**config.mk**
```make
export PLATFORM = sky130hd
export DESIGN_NAME = multicycle_ctrl
export DESIGN_NICKNAME = d
export VERILOG_FILES = /design/src/rtl/multicycle_ctrl.sv
export SDC_FILE = /design/constraint.sdc
export NUM_CORES = 1
export LEC_CHECK = 0
export ABC_AREA = 1
export CELL_PAD_IN_SITES_DETAIL_PLACEMENT = 0
export CELL_PAD_IN_SITES_GLOBAL_PLACEMENT = 1
export CORE_MARGIN = 1
export CORE_UTILIZATION = 34
export DETAILED_ROUTE_END_ITERATION = 8
export PLACE_DENSITY = 0.79
export SYNTH_ARGS = -nofsm -noshare
export SYNTH_HDL_FRONTEND = slang
export SYNTH_SLANG_ARGS = --single-unit
```
**constraint.sdc**
```tcl
create_clock -name clk -period 2.54 [get_ports clk]
set_input_delay 0.508 -clock clk [delete_from_list [all_inputs] [get_ports clk]]
set_output_delay 0.508 -clock clk [all_outputs]
set_load 0.03 [all_outputs]
```
**src/rtl/multicycle_ctrl.sv**
```systemverilog
// multicycle_ctrl
// Five-phase (fetch, decode, execute, memory, write-back) control unit for
// the extended datapath. A single memory port is shared between instruction
// fetch and data access, with a mem_ready completion handshake.
//
// Ports
//   clk, rst       : clock, synchronous active-high reset
//   opcode, funct  : instruction fields from the datapath IR
//   zero, overflow : ALU flags
//   mem_ready      : memory finishes the current read/write this cycle
//   ALU_Control    : 000 and, 001 or, 010 add, 110 sub, 111 slt
//   ALUSrc_B       : 0 register B, 1 sign-extended imm16
//   RegWrite, DatatoReg, RegDst, Jal : register file write controls
//   Branch         : PC source (00 PC+4, 01 branch target, 10 jump target)
//   PCWrite, IRWrite : PC / IR load strobes
//   MemRead, MemWrite, IorD : memory request and address select
//   instr_done     : pulse on the retiring cycle
//   exc_ovf, exc_ill : overflow-suppressed write / illegal instruction pulses
//   inst_count     : retired-instruction counter (wraps)
module multicycle_ctrl #(
  parameter int CNT_W = 32
) (
  input  logic             clk,
  input  logic             rst,
  input  logic [5:0]       opcode,
  input  logic [5:0]       funct,
  input  logic             zero,
  input  logic             overflow,
  input  logic             mem_ready,
  output logic [2:0]       ALU_Control,
  output logic             ALUSrc_B,
  output logic             RegWrite,
  output logic [1:0]       DatatoReg,
  output logic [1:0]       Branch,
  output logic             Jal,
  output logic             RegDst,
  output logic             PCWrite,
  output logic             IRWrite,
  output logic             MemRead,
  output logic             MemWrite,
  output logic             IorD,
  output logic             instr_done,
  output logic             exc_ovf,
  output logic             exc_ill,
  output logic [CNT_W-1:0] inst_count
);

  localparam logic [5:0] OP_RTYPE = 6'h00;
  localparam logic [5:0] OP_J     = 6'h02;
  localparam logic [5:0] OP_JAL   = 6'h03;
  localparam logic [5:0] OP_BEQ   = 6'h04;
  localparam logic [5:0] OP_BNE   = 6'h05;
  localparam logic [5:0] OP_ADDI  = 6'h08;
  localparam logic [5:0] OP_SLTI  = 6'h0A;
  localparam logic [5:0] OP_LW    = 6'h23;
  localparam logic [5:0] OP_SW    = 6'h2B;

  localparam logic [5:0] FN_ADD = 6'h20;
  localparam logic [5:0] FN_SUB = 6'h22;
  localparam logic [5:0] FN_AND = 6'h24;
  localparam logic [5:0] FN_OR  = 6'h25;
  localparam logic [5:0] FN_SLT = 6'h2A;

  localparam logic [2:0] ALU_AND = 3'b000;
  localparam logic [2:0] ALU_OR  = 3'b001;
  localparam logic [2:0] ALU_ADD = 3'b010;
  localparam logic [2:0] ALU_SUB = 3'b110;
  localparam logic [2:0] ALU_SLT = 3'b111;

  typedef enum logic [3:0] {
    S_IDLE   = 4'd0,
    S_FETCH  = 4'd1,
    S_DECODE = 4'd2,
    S_EXEC   = 4'd3,
    S_ALUWB  = 4'd4,
    S_MADDR  = 4'd5,
    S_MRD    = 4'd6,
    S_MWB    = 4'd7,
    S_MWR    = 4'd8,
    S_BR     = 4'd9,
    S_JMP    = 4'd10,
    S_ILL    = 4'd11
  } state_t;

  state_t           state_r;
  state_t           state_s;
  logic [5:0]       opcode_r;
  logic [5:0]       funct_r;
  logic [CNT_W-1:0] inst_count_r;
  logic [2:0]       alu_sel_s;
  logic             is_imm_s;
  logic             ovf_hit_s;
  logic             br_taken_s;

  // R-type funct codes this unit can execute
  function automatic logic funct_legal(input logic [5:0] fn);
    logic ok;
    case (fn)
      FN_ADD, FN_SUB, FN_AND, FN_OR, FN_SLT: ok = 1'b1;
      default:                               ok = 1'b0;
    endcase
    return ok;
  endfunction

  // ALU operation for an arithmetic/logic instruction
  function automatic logic [2:0] alu_op(input logic [5:0] op, input logic [5:0] fn);
    logic [2:0] sel;
    if (op == OP_ADDI) begin
      sel = ALU_ADD;
    end else if (op == OP_SLTI) begin
      sel = ALU_SLT;
    end else begin
      case (fn)
        FN_ADD:  sel = ALU_ADD;
        FN_SUB:  sel = ALU_SUB;
        FN_AND:  sel = ALU_AND;
        FN_OR:   sel = ALU_OR;
        FN_SLT:  sel = ALU_SLT;
        default: sel = ALU_AND;
      endcase
    end
    return sel;
  endfunction

  // Instructions whose signed overflow must suppress the register write
  function automatic logic traps_ovf(input logic [5:0] op, input logic [5:0] fn);
    logic t;
    if (op == OP_ADDI) begin
      t = 1'b1;
    end else if (op == OP_RTYPE) begin
      t = (fn == FN_ADD) || (fn == FN_SUB);
    end else begin
      t = 1'b0;
    end
    return t;
  endfunction

  assign alu_sel_s  = alu_op(opcode_r, funct_r);
  assign is_imm_s   = (opcode_r != OP_RTYPE);
  assign ovf_hit_s  = traps_ovf(opcode_r, funct_r) && overflow;
  // beq takes the branch on zero, bne on non-zero
  assign br_taken_s = (opcode_r == OP_BEQ) ? zero : !zero;
  assign inst_count = inst_count_r;

  // State register, decode-time instruction latch and retire counter
  always_ff @(posedge clk) begin
    if (rst) begin
      state_r      <= S_IDLE;
      opcode_r     <= 6'h00;
      funct_r      <= 6'h00;
      inst_count_r <= '0;
    end else begin
      state_r <= state_s;
      if (state_r == S_DECODE) begin
        opcode_r <= opcode;
        funct_r  <= funct;
      end
      if (instr_done) begin
        inst_count_r <= inst_count_r + {{(CNT_W-1){1'b0}}, 1'b1};
      end
    end
  end

  // Next-state and control outputs
  always_comb begin
    state_s     = state_r;
    ALU_Control = 3'b000;
    ALUSrc_B    = 1'b0;
    RegWrite    = 1'b0;
    DatatoReg   = 2'b00;
    Branch      = 2'b00;
    Jal         = 1'b0;
    RegDst      = 1'b0;
    PCWrite     = 1'b0;
    IRWrite     = 1'b0;
    MemRead     = 1'b0;
    MemWrite    = 1'b0;
    IorD        = 1'b0;
    instr_done  = 1'b0;
    exc_ovf     = 1'b0;
    exc_ill     = 1'b0;
    case (state_r)
      S_IDLE: begin
        state_s = S_FETCH;
      end
      S_FETCH: begin
        MemRead = 1'b1;
        if (mem_ready) begin
          IRWrite = 1'b1;
          state_s = S_DECODE;
        end else begin
          state_s = S_FETCH;
        end
      end
      // The IR was just loaded, so dispatch on the live fields; they are
      // latched on this same edge for the remaining phases.
      S_DECODE: begin
        case (opcode)
          OP_RTYPE: begin
            if (funct_legal(funct)) begin
              state_s = S_EXEC;
            end else begin
              state_s = S_ILL;
            end
          end
          OP_ADDI, OP_SLTI: state_s = S_EXEC;
          OP_LW, OP_SW:     state_s = S_MADDR;
          OP_BEQ, OP_BNE:   state_s = S_BR;
          OP_J, OP_JAL:     state_s = S_JMP;
          default:          state_s = S_ILL;
        endcase
      end
      S_EXEC: begin
        ALU_Control = alu_sel_s;
        ALUSrc_B    = is_imm_s;
        state_s     = S_ALUWB;
      end
      S_ALUWB: begin
        ALU_Control = alu_sel_s;
        ALUSrc_B    = is_imm_s;
        RegDst      = !is_imm_s;
        PCWrite     = 1'b1;
        instr_done  = 1'b1;
        if (ovf_hit_s) begin
          exc_ovf = 1'b1;
        end else begin
          RegWrite = 1'b1;
        end
        state_s = S_FETCH;
      end
      S_MADDR: begin
        ALU_Control = ALU_ADD;
        ALUSrc_B    = 1'b1;
        if (opcode_r == OP_LW) begin
          state_s = S_MRD;
        end else begin
          state_s = S_MWR;
        end
      end
      S_MRD: begin
        ALU_Control = ALU_ADD;
        ALUSrc_B    = 1'b1;
        MemRead     = 1'b1;
        IorD        = 1'b1;
        if (mem_ready) begin
          state_s = S_MWB;
        end else begin
          state_s = S_MRD;
        end
      end
      S_MWB: begin
        RegWrite   = 1'b1;
        DatatoReg  = 2'b01;
        PCWrite    = 1'b1;
        instr_done = 1'b1;
        state_s    = S_FETCH;
      end
      S_MWR: begin
        MemWrite = 1'b1;
        IorD     = 1'b1;
        if (mem_ready) begin
          PCWrite    = 1'b1;
          instr_done = 1'b1;
          state_s    = S_FETCH;
        end else begin
          state_s = S_MWR;
        end
      end
      S_BR: begin
        ALU_Control = ALU_SUB;
        PCWrite     = 1'b1;
        instr_done  = 1'b1;
        if (br_taken_s) begin
          Branch = 2'b01;
        end else begin
          Branch = 2'b00;
        end
        state_s = S_FETCH;
      end
      S_JMP: begin
        PCWrite    = 1'b1;
        Branch     = 2'b10;
        instr_done = 1'b1;
        if (opcode_r == OP_JAL) begin
          RegWrite  = 1'b1;
          Jal       = 1'b1;
          DatatoReg = 2'b10;
        end else begin
          RegWrite  = 1'b0;
        end
        state_s = S_FETCH;
      end
      S_ILL: begin
        exc_ill = 1'b1;
        PCWrite = 1'b1;
        state_s = S_FETCH;
      end
      default: begin
        state_s = S_IDLE;
      end
    endcase
  end

endmodule

```
==> results summary, run 1 <==
The run finished, with violations left. The checks that failed: design-rule violations. The total placed instance area is 3875 sq um. After detailed routing, the number of remaining DRC violations is 12. In the post-synthesis netlist, the biggest area contributors are sky130_fd_sc_hd__dfxtp_1, sky130_fd_sc_hd__nand2_1, sky130_fd_sc_hd__nor2_1, sky130_fd_sc_hd__inv_1, sky130_fd_sc_hd__a21oi_1. The smallest setup slack after layout is 0.1287 ns. Among all flip-flop cells after synthesis, the most frequent one is sky130_fd_sc_hd__dfxtp_1. The die outline width is 97.73 um.

The row count came out at 34. The initial antenna violation count is 0. Synthesis produced a netlist with a net count of 537.

Across every metal layer, demand over resource in global routing totals 0.1857. The number of cells on the worst hold path is 2. For this run, the register share of the synthesized area comes to 0.3084.

The highest ir drop seen on vdd came out at 202.3 uV. The logic depth of the worst register-to-register path is 9. The repair_antennas step left the layout with diodes totalling 0. The die is 97.73 um tall. The max-slew violation count came out at 0. Max-cap violations in this run came to 0. The number of violations reported at the end of detailed-routing iteration 0 is 140. After detailed routing, the total wire length is 8448 um. The remaining max-slew budget at the tightest pin came out at 0.7586. Data on the critical path is required at its endpoint by 2.03 ns.

The count of different cell masters after synthesis is 28. After detailed routing, the average wire length per cell comes to 12.17 um. After detailed placement, the design holds a cell count of 687. For this configuration, the core starts out at a cell density of 0.3538.

The cell area after synthesis came out at 3115 sq um. With fillers left out, the area of the finished cells amounts to 3980 sq um. Relative to the synthesized area, the layout overhead comes to 27.75%. In the final layout, the share of cells above drive strength 1 is 0.08362. The post-CTS clock slew at the launch and capture registers of the worst setup and hold paths is 0.08 ns. The worst path in the final design needs a cycle of 2.411 ns, including I/O delays and setup. Summed over all cells, the static leakage comes to 1.711 nW. The async set or reset register ratio after synthesis came out at 0. The worst setup path is of the input port to primary output kind. The setup skew after layout came out at 0.01226 ns. Based on the critical path, the design can be clocked at up to 414.7 MHz. The data arrival at the endpoint of the critical path came out at 1.90 ns. The buffer count from post-CTS setup fixing came out at 0.

The number of synthesized register bits came out at 48. The number of buffers between clock root and the deepest sink is 2. At the end of routability-driven placement, the weighted congestion stood at 0.8514. The biggest area contributor in the post-synthesis netlist is sky130_fd_sc_hd__dfxtp_1. The number of CTS-inserted buffers came out at 5.

The count of non-filler cells in the finished layout is 694. The routed via count is 3316. Sorting the synthesized cells by how often they occur yields sky130_fd_sc_hd__nand2_1, sky130_fd_sc_hd__nor2_1, sky130_fd_sc_hd__inv_1, sky130_fd_sc_hd__dfxtp_1, sky130_fd_sc_hd__a21oi_1. The share of the synthesized area in the top cell type came out at 0.3084. The kind of end point of the critical path is a primary output.

The detail route stage leaves a number of antenna-violating nets equal to 0. The hold-fix buffer count after cts came out at 0. The tree built by TritonCTS fans out to 48 sinks.

The number of global-route vias before repair came out at 3114. The number of H-tree levels is 2. The area of the placeable core is 8806 sq um. The maximum net fanout on the critical path came out at 4.

The total count of hold-check failures in the final report is 0. TritonCTS built the clock tree. The path class of the tightest hold or removal check is register to register. Prior to clock tree synthesis, the placed netlist has a worst setup slack of 0.09742 ns. The most common cell in the synthesized netlist is sky130_fd_sc_hd__nand2_1. The number of vias per cell after detailed routing came out at 4.778. At the pin with the least slew margin, the transition time is 0.3607 ns.

After legalization and detailed placement, the total HPWL measured 6554 um. The power per unit of standard cell area came out at 406.7 nW/um^2. Counting the fill cells in the layout gives 972. The number of top-level pins came out at 68. The net count of the finished layout came out at 604. The pin count of the biggest net entering global routing is 32. The count of buffers inserted at the top-level ports is 67. Setup violations remaining at the end of the flow were counted as 0. At the later pin of the worst-skew pair, clock insertion delay measures 0.30 ns. The type of origin of the critical path is an input port. Dividing the final minimum period by the clock period gives 0.9493. CTS placed an instance of sky130_fd_sc_hd__clkbuf_8 at the clock tree root. The global-route wire length before repair is 14480 um. The number of warning messages in the yosys log is 0. The die covers 9550 sq um.

The residual overflow from global routing is 0. The synthesized instance count is 519. Counting flops with a built-in enable in the synthesized netlist gives 0. The first-pass iteration count of the detailed router is 6.

The post-synthesis area per instance came out at 6.003 sq um.
[worst max-delay path, stage by stage]
cell                              delay (ns)
sky130_fd_sc_hd__clkdlybuf4s50_1        0.54
sky130_fd_sc_hd__inv_1                  0.08
sky130_fd_sc_hd__nor2_1                 0.10
sky130_fd_sc_hd__clkdlybuf4s50_1        0.67
[layer usage]
metal | GRT usage | wire length [um] | vias up
met1 | 0.2404 | 4204 | 1485
met2 | 0.3230 | 3887 | 67
met5 | 0 | 0 | -
li1 | - | - | 1757
met4 | 0.04079 | 60 | 0
met3 | 0.03094 | 296 | 7
[stage by stage]
step           power [mW]  utilization  hold slack, ns     TNS (ns)
2_1_floorplan       1.026            -          0.4303            0
3_3_place_gp        1.123       0.4400          0.4448            0
3_5_place_dp        1.125       0.4400          0.4512            0
4_1_cts             1.632       0.4497          0.4638            0
5_1_grt             1.704       0.4520          0.4698  -0.00007638
6_report            1.619       0.4520          0.4643            0
[what timing repair did]
action,CTS,global route
setup endpoints to repair,9,6
endpoints found under the hold margin,0,0
gates resized for setup,9,6
[final cells by class]
cell class / count / area, sq um / share of cell area
Multi-Input combinational cell: 368 / 1742 / 0.4376
Sequential cell: 48 / 960.9 / 0.2414
Timing Repair Buffer: 73 / 708.2 / 0.1779
Inverter: 90 / 337.8 / 0.08488
Tap cell: 108 / 135.1 / 0.03395
Clock buffer: 7 / 96.34 / 0.02421
[power breakdown]
group | total (mW) | switching [mW] | internal (mW) | leakage, nW
clock network | 0.506 | 0.262 | 0.243 | 0.0503
registers | 0.805 | 0.0256 | 0.779 | 0.388
logic | 0.308 | 0.195 | 0.113 | 1.27
[kinds of logic after synthesis]
logic type                 synth area share
adders and majority gates          0.004015
DFF                                  0.3084
xor gates and xnor gates           0.005624
and+or+nand+nor                      0.4470
AOI/OAI and AO/OA                   0.09880
buffers and inverters                0.1361
[final timing paths]
check | endpoint | slack [ns] | start
setup / recovery | IRWrite | 0.13 | mem_ready
hold / removal | funct_r[5] | 0.46 | funct_r[5]
setup reg to reg | inst_count[30] | 0.80 | inst_count[0]
hold reg to reg | funct_r[5] | 0.46 | funct_r[5]
[registers in the layout, indices dropped and copies added (netlist names)]
register,count
funct_r,6
inst_count,32
opcode_r,6
state_r,4
[cell usage in the layout, fill, tap and decap left out]
cell / synthesis / routed
sky130_fd_sc_hd__inv_1: 87 / 87
sky130_fd_sc_hd__o211ai_1: 1 / 1
sky130_fd_sc_hd__clkdlybuf4s15_1: 0 / 1
sky130_fd_sc_hd__xnor2_1: 2 / 2
sky130_fd_sc_hd__clkbuf_8: 0 / 7
sky130_fd_sc_hd__dfxtp_1: 48 / 48
sky130_fd_sc_hd__ha_1: 1 / 1
sky130_fd_sc_hd__dlymetal6s2s_1: 0 / 3
sky130_fd_sc_hd__o22ai_1: 1 / 1
sky130_fd_sc_hd__inv_2: 3 / 3
sky130_fd_sc_hd__nor3_4: 0 / 1
sky130_fd_sc_hd__nor3_1: 4 / 3
sky130_fd_sc_hd__o21a_1: 1 / 1
sky130_fd_sc_hd__nand3_1: 33 / 33
sky130_fd_sc_hd__buf_4: 4 / 8
sky130_fd_sc_hd__nand2_2: 7 / 7
sky130_fd_sc_hd__clkdlybuf4s50_1: 0 / 53
sky130_fd_sc_hd__nor2_2: 6 / 6
sky130_fd_sc_hd__and2_1: 1 / 1
sky130_fd_sc_hd__o21ai_0: 20 / 20
sky130_fd_sc_hd__nand2_4: 1 / 1
sky130_fd_sc_hd__nand3_2: 11 / 11
sky130_fd_sc_hd__nand4_1: 21 / 21
sky130_fd_sc_hd__nor2_4: 5 / 5
sky130_fd_sc_hd__a31oi_1: 1 / 1
sky130_fd_sc_hd__nor2_1: 92 / 92
sky130_fd_sc_hd__dlygate4sd2_1: 0 / 8
sky130_fd_sc_hd__nand2_1: 124 / 124
sky130_fd_sc_hd__a21oi_1: 36 / 36
No activity file was read; power rests on OpenSTA's default activity.
==> run 2, diff against run 1 <==
- SLEW_MARGIN: unset -> 20
==> results of run 2 <==
Same layout as run 1: the final DEF is identical, and so are final timing and power.
==> run 3, diff against run 2 <==
- CORE_MARGIN: 1 -> unset
==> results of run 3 <==
Same layout as run 1: the final DEF is identical, and so are final timing and power.
